===== config.mk =====
export PLATFORM = sky130hd
export DESIGN_NAME = ysyx_22050058_ifu
export DESIGN_NICKNAME = d
export VERILOG_FILES = /design/src/rtl/ysyx_22050058_ifu.sv
export SDC_FILE = /design/constraint.sdc
export NUM_CORES = 1
export LEC_CHECK = 0
export CORE_UTILIZATION = 49
export DETAILED_ROUTE_END_ITERATION = 10
export GPL_TIMING_DRIVEN = 0
export PLACE_DENSITY = 0.81
export SLEW_MARGIN = 20
export SYNTH_ARGS = -nofsm -noshare
export SYNTH_HDL_FRONTEND = slang
export SYNTH_SLANG_ARGS = --single-unit

===== constraint.sdc =====
create_clock -name clk -period 9.1 [get_ports clk]
set_input_delay 2.275 -clock clk [delete_from_list [all_inputs] [get_ports clk]]
set_output_delay 2.275 -clock clk [all_outputs]
set_load 0.02 [all_outputs]

===== src/rtl/ysyx_22050058_ifu.sv =====
// Instruction fetch unit: owns the PC, fetches one instruction at a time over a
// req/gnt/rvalid port and presents it to IF/ID, honouring stall and redirect.
module ysyx_22050058_ifu #(
   parameter int unsigned       ADDR_W     = 64,
   parameter int unsigned       INST_W     = 32,
   parameter logic [ADDR_W-1:0] RST_VECTOR = 64'h8000_0000
) (
   input  logic              clk,
   input  logic              rst,
   input  logic [5:0]        stall,
   input  logic              redirect_en_i,
   input  logic [ADDR_W-1:0] redirect_pc_i,
   output logic              imem_req_o,
   output logic [ADDR_W-1:0] imem_addr_o,
   input  logic              imem_gnt_i,
   input  logic              imem_rvalid_i,
   input  logic [INST_W-1:0] imem_rdata_i,
   output logic [ADDR_W-1:0] if_pc_o,
   output logic [INST_W-1:0] if_inst_o,
   output logic              if_valid_o,
   output logic              stallreq_o
);

   typedef enum logic [1:0] {
      S_IDLE,
      S_REQ,
      S_WAIT,
      S_HOLD
   } state_t;

   state_t            r_state;
   logic [ADDR_W-1:0] r_pc;
   logic [INST_W-1:0] r_inst;
   logic              r_kill;
   logic              r_req;
   logic              r_valid;
   logic [ADDR_W-1:0] r_if_pc;
   logic [INST_W-1:0] r_if_inst;

   state_t            w_state_next;
   logic [ADDR_W-1:0] w_pc_next;
   logic [INST_W-1:0] w_inst_next;
   logic              w_kill_next;
   logic              w_req_next;
   logic              w_valid_next;
   logic [ADDR_W-1:0] w_if_pc_next;
   logic [INST_W-1:0] w_if_inst_next;
   logic [ADDR_W-1:0] w_redirect_tgt;
   logic [ADDR_W-1:0] w_pc_inc;
   logic              w_hold_fetch;
   logic              w_unused;

   // Targets are word aligned; the low two bits of the redirect are dropped.
   assign w_redirect_tgt = {redirect_pc_i[ADDR_W-1:2], 2'b00};
   assign w_pc_inc       = r_pc + ADDR_W'(4);
   assign w_hold_fetch   = stall[0];
   assign w_unused       = ^{stall[5:1], redirect_pc_i[1:0]};

   always_comb begin
      w_state_next = r_state;
      w_pc_next    = r_pc;
      w_inst_next  = r_inst;
      w_kill_next  = r_kill;
      case (r_state)
         S_IDLE: begin
            w_state_next = S_REQ;
         end
         S_REQ: begin
            if (redirect_en_i) begin
               w_pc_next = w_redirect_tgt;
            end
            if (imem_gnt_i) begin
               // An old address accepted alongside a redirect must be discarded.
               w_state_next = S_WAIT;
               w_kill_next  = redirect_en_i;
            end
         end
         S_WAIT: begin
            if (imem_rvalid_i) begin
               if (redirect_en_i) begin
                  w_pc_next    = w_redirect_tgt;
                  w_kill_next  = 1'b0;
                  w_state_next = S_REQ;
               end else if (r_kill) begin
                  w_kill_next  = 1'b0;
                  w_state_next = S_REQ;
               end else begin
                  w_inst_next  = imem_rdata_i;
                  w_state_next = S_HOLD;
               end
            end else if (redirect_en_i) begin
               w_pc_next   = w_redirect_tgt;
               w_kill_next = 1'b1;
            end
         end
         S_HOLD: begin
            // Redirect outranks the stall: the held instruction is on a dead path.
            if (redirect_en_i) begin
               w_pc_next    = w_redirect_tgt;
               w_state_next = S_REQ;
            end else if (!w_hold_fetch) begin
               w_pc_next    = w_pc_inc;
               w_state_next = S_REQ;
            end
         end
         default: begin
            w_state_next = S_IDLE;
         end
      endcase
   end

   always_comb begin
      w_req_next     = (w_state_next == S_REQ);
      w_valid_next   = (w_state_next == S_HOLD);
      w_if_pc_next   = w_valid_next ? w_pc_next : '0;
      w_if_inst_next = w_valid_next ? w_inst_next : '0;
   end

   always_ff @(posedge clk or posedge rst) begin
      if (rst) begin
         r_state   <= S_IDLE;
         r_pc      <= RST_VECTOR;
         r_inst    <= '0;
         r_kill    <= 1'b0;
         r_req     <= 1'b0;
         r_valid   <= 1'b0;
         r_if_pc   <= '0;
         r_if_inst <= '0;
      end else begin
         r_state   <= w_state_next;
         r_pc      <= w_pc_next;
         r_inst    <= w_inst_next;
         r_kill    <= w_kill_next;
         r_req     <= w_req_next;
         r_valid   <= w_valid_next;
         r_if_pc   <= w_if_pc_next;
         r_if_inst <= w_if_inst_next;
      end
   end

   assign imem_req_o  = r_req;
   assign imem_addr_o = r_pc;
   assign if_valid_o  = r_valid;
   assign if_pc_o     = r_if_pc;
   assign if_inst_o   = r_if_inst;
   assign stallreq_o  = ~r_valid;

endmodule

==> impl_metrics.env <==
export IMPL_status="completed"
export IMPL_synthFlopType="dfrtp_1"
export IMPL_max_cap_violations=0
export IMPL_syn_nets=1127
export IMPL_synth_top_cell_area_share_pct=50.3
export IMPL_cts_resized=0
export IMPL_crit_path_max_fanout=10
export IMPL_core_area_um2=19500
export IMPL_holdCritStartpoint="r_inst[0]$_DFF_PP0_"
export IMPL_ant_nets=0
export IMPL_vdd_drop_max_mv=0.216
export IMPL_r2r_end="if_pc_o[60]$_DFF_PP0_"
export IMPL_avgSynthCellArea_um2=9.61
export IMPL_synth_distinct_cells=66
export IMPL_dieArea_um2=20500
export IMPL_synthCells=1015
export IMPL_vias=10000
export IMPL_antenna_found_initial=0
export IMPL_critPathArrivalTime_ns=5.54
export IMPL_clock_path_buffers=2
export IMPL_htree_levels=4
export IMPL_routabilityCongestion=1.01
export IMPL_cts_buffers_inserted=17
export IMPL_ioPinCount=270
export IMPL_cts_root_buf="clkbuf_16"
export IMPL_start_util_pct=50.1
export IMPL_synth_edf_count=0
export IMPL_min_to="r_inst[0]$_DFF_PP0_"
export IMPL_grt_pass1_wl_um=58200
export IMPL_cts_hold_buf=0
export IMPL_clock_fmax_ghz=0.191
export IMPL_drive_above_1_share_pct=7.40
export IMPL_setup_viol=0
export IMPL_dp_cells=1543
export IMPL_p_leak_nw=5.61
export IMPL_tightest_slew_ns=1.33
export IMPL_synth_area_top_cells="dfrtp_1 (50%), mux2_2 (3.9%), nor2_1 (3.4%)"
export IMPL_postRouteWirelength_um=39400
export IMPL_r2r_start="imem_addr_o[31]$_DFF_PP1_"
export IMPL_instances_no_fill=1575
export IMPL_finalMaxSlewViolations=0
export IMPL_grt_pass1_vias=9804
export IMPL_clkLatencyLatePin_ns=0.46
export IMPL_syn_to_final_growth_pct=37.4
export IMPL_fp_dieW_um=143
export IMPL_cp_start_kind="input pin"
export IMPL_crit_type="input pin to flop"
export IMPL_holdCritPathClass="flop to flop"
export IMPL_powerDensity_nw_per_um2=299
export IMPL_path_clk_slew_ns=0.08
export IMPL_final_setup_skew_ns=0.0171
export IMPL_grt_max_degree=107
export IMPL_dp_slack_ns=3.57
export IMPL_async_reset_ff_share_pct=100
export IMPL_post_cts_buffers=0
export IMPL_overflow=0
export IMPL_hpwlAfterDp_um=28700
export IMPL_endpoint_kind="flop"
export IMPL_viasPerCell=6.38
export IMPL_ys_seq_area_share_pct=50.6
export IMPL_drtIter0Drc=1251
export IMPL_drc=0
export IMPL_die_h_um=143
export IMPL_fp_row_count=51
export IMPL_relSlewSlack_pct=10.2
export IMPL_cp_required_ns=9.41
export IMPL_drt_pass1_iter_count=7
export IMPL_setup_ws_ns=3.87
export IMPL_n_antenna_cell=0
export IMPL_period_needed_ns=5.23
export IMPL_fill_cells=1559
export IMPL_r2r_slack_ns=5.30
export IMPL_hold_depth=1
export IMPL_rr_worst_depth=6
export IMPL_wl_per_cell_um=25.0
export IMPL_cts_tree="built"
export IMPL_ys_ff_latch=197
export IMPL_hold_viol=0
export IMPL_port_buffers=262
export IMPL_finalCritPeriodShare_pct=57.4
export IMPL_clock_sinks=197
export IMPL_yosysTopAreaCell="dfrtp_1"
export IMPL_grtUsageTotal_pct=38.9
export IMPL_synth_most_common_cell="dfrtp_1"
export IMPL_yosysWarnings=0
export IMPL_rsz0062_at_grt="false"
export IMPL_yosys_top_cells_count="dfrtp_1 (196), nor2_1 (88), nand2_1 (68), o21ai_0 (64), clkbuf_1 (59)"
export IMPL_syn_area_um2=9750
export IMPL_nets=1409
[through the flow]
stage          instance area (um^2)  power [mW]  util, %  TNS (ns)  hold slack [ns]
2_1_floorplan                  9750        2.30        -         0            0.466
3_3_place_gp                  12700        3.07     65.3   -173.40            0.473
3_5_place_dp                  12700        3.11     65.5         0            0.480
4_1_cts                       13400        3.94     68.8         0            0.499
5_1_grt                       13400        4.15     68.9         0            0.519
6_report                      13400        4.00     68.9         0            0.497
[cell type report]
cell class / instances / area [um^2] / area share, %
Inverter: 26 / 105 / 0.784
Multi-Input combinational cell: 718 / 4430 / 33.1
Timing Repair Buffer: 263 / 2650 / 19.8
Tap cell: 265 / 332 / 2.47
Sequential cell: 197 / 4930 / 36.8
Clock inverter: 15 / 226 / 1.69
Buffer: 74 / 299 / 2.23
Clock buffer: 17 / 425 / 3.17
[flip-flops by register name, indices dropped and copies added, names as in the netlist]
signal,flops
if_pc_o,64
if_inst_o,32
if_valid_o,1
r_state,2
imem_addr_o,64
r_kill,1
r_inst,32
imem_req_o,1
[power by group]
| part | switching, mW | internal, mW | leakage (nW) |
|---|---|---|---|
| sequential | 0.199 | 1.06 | 2.67 |
| clock | 0.433 | 0.394 | 0.314 |
| combinational | 1.25 | 0.670 | 2.63 |
| total | 1.88 | 2.12 | 5.61 |
[cell families after synthesis]
group                      share of synthesized area [%]
and+or+nand+nor                                     22.8
AOI/OAI and AO/OA                                   17.4
DFF                                                 50.6
buffers and inverters                               4.07
muxes                                               4.23
adders and majority gates                          0.642
xor gates and xnor gates                           0.270
[how the worst max path moves through the flow]
stage | endpoint | slack [ns] | depth (start not counted) | start
2_1_floorplan | if_inst_o[0]$_DFF_PP0_ | 1.46 | 1 | rst
3_3_place_gp | if_pc_o[6]$_DFF_PP0_ | -0.91 | 2 | rst
3_5_place_dp | if_pc_o[49]$_DFF_PP0_ | 3.57 | 7 | redirect_en_i
4_1_cts | if_pc_o[49]$_DFF_PP0_ | 4.03 | 7 | redirect_en_i
5_1_grt | if_pc_o[31]$_DFF_PP0_ | 3.86 | 10 | stall[0]
6_report | if_pc_o[49]$_DFF_PP0_ | 3.87 | 7 | redirect_en_i
[metal layers]
layer	vias up	GRT usage (%)	wire length, um
li1	4303	-	-
met1	4850	49.7	15100
met2	714	60.5	18000
met3	176	9.52	4030
met4	0	21.7	2260
met5	-	0	0
[placed cells by master, fill, tap and decap left out, types with 6 or more instances in the layout]
cell type / count
o21a_1: 13
clkdlybuf4s50_1: 262
o21ai_0: 64
inv_1: 25
nand4_1: 18
nor4_1: 29
and4_1: 6
a21oi_1: 52
nor2_1: 88
clkbuf_16: 17
o221ai_1: 18
o31ai_1: 13
clkbuf_1: 59
nand3_1: 38
mux2_2: 34
nor3_1: 48
nand2_1: 68
and3_1: 48
a311oi_1: 6
a211oi_1: 8
o22a_1: 7
a31oi_1: 10
inv_12: 6
dfrtp_1: 196
o22ai_1: 10
buf_1: 7
and2_1: 34
[worst max-delay path, cell delays in order]
cell	delay [ns]
clkdlybuf4s50_1	0.53
clkbuf_1	0.31
nor3_1	1.07
clkbuf_1	0.66
nand2_1	0.11
o31ai_1	0.46
nor3_1	0.10
No activity file was read; power rests on OpenSTA's default activity.
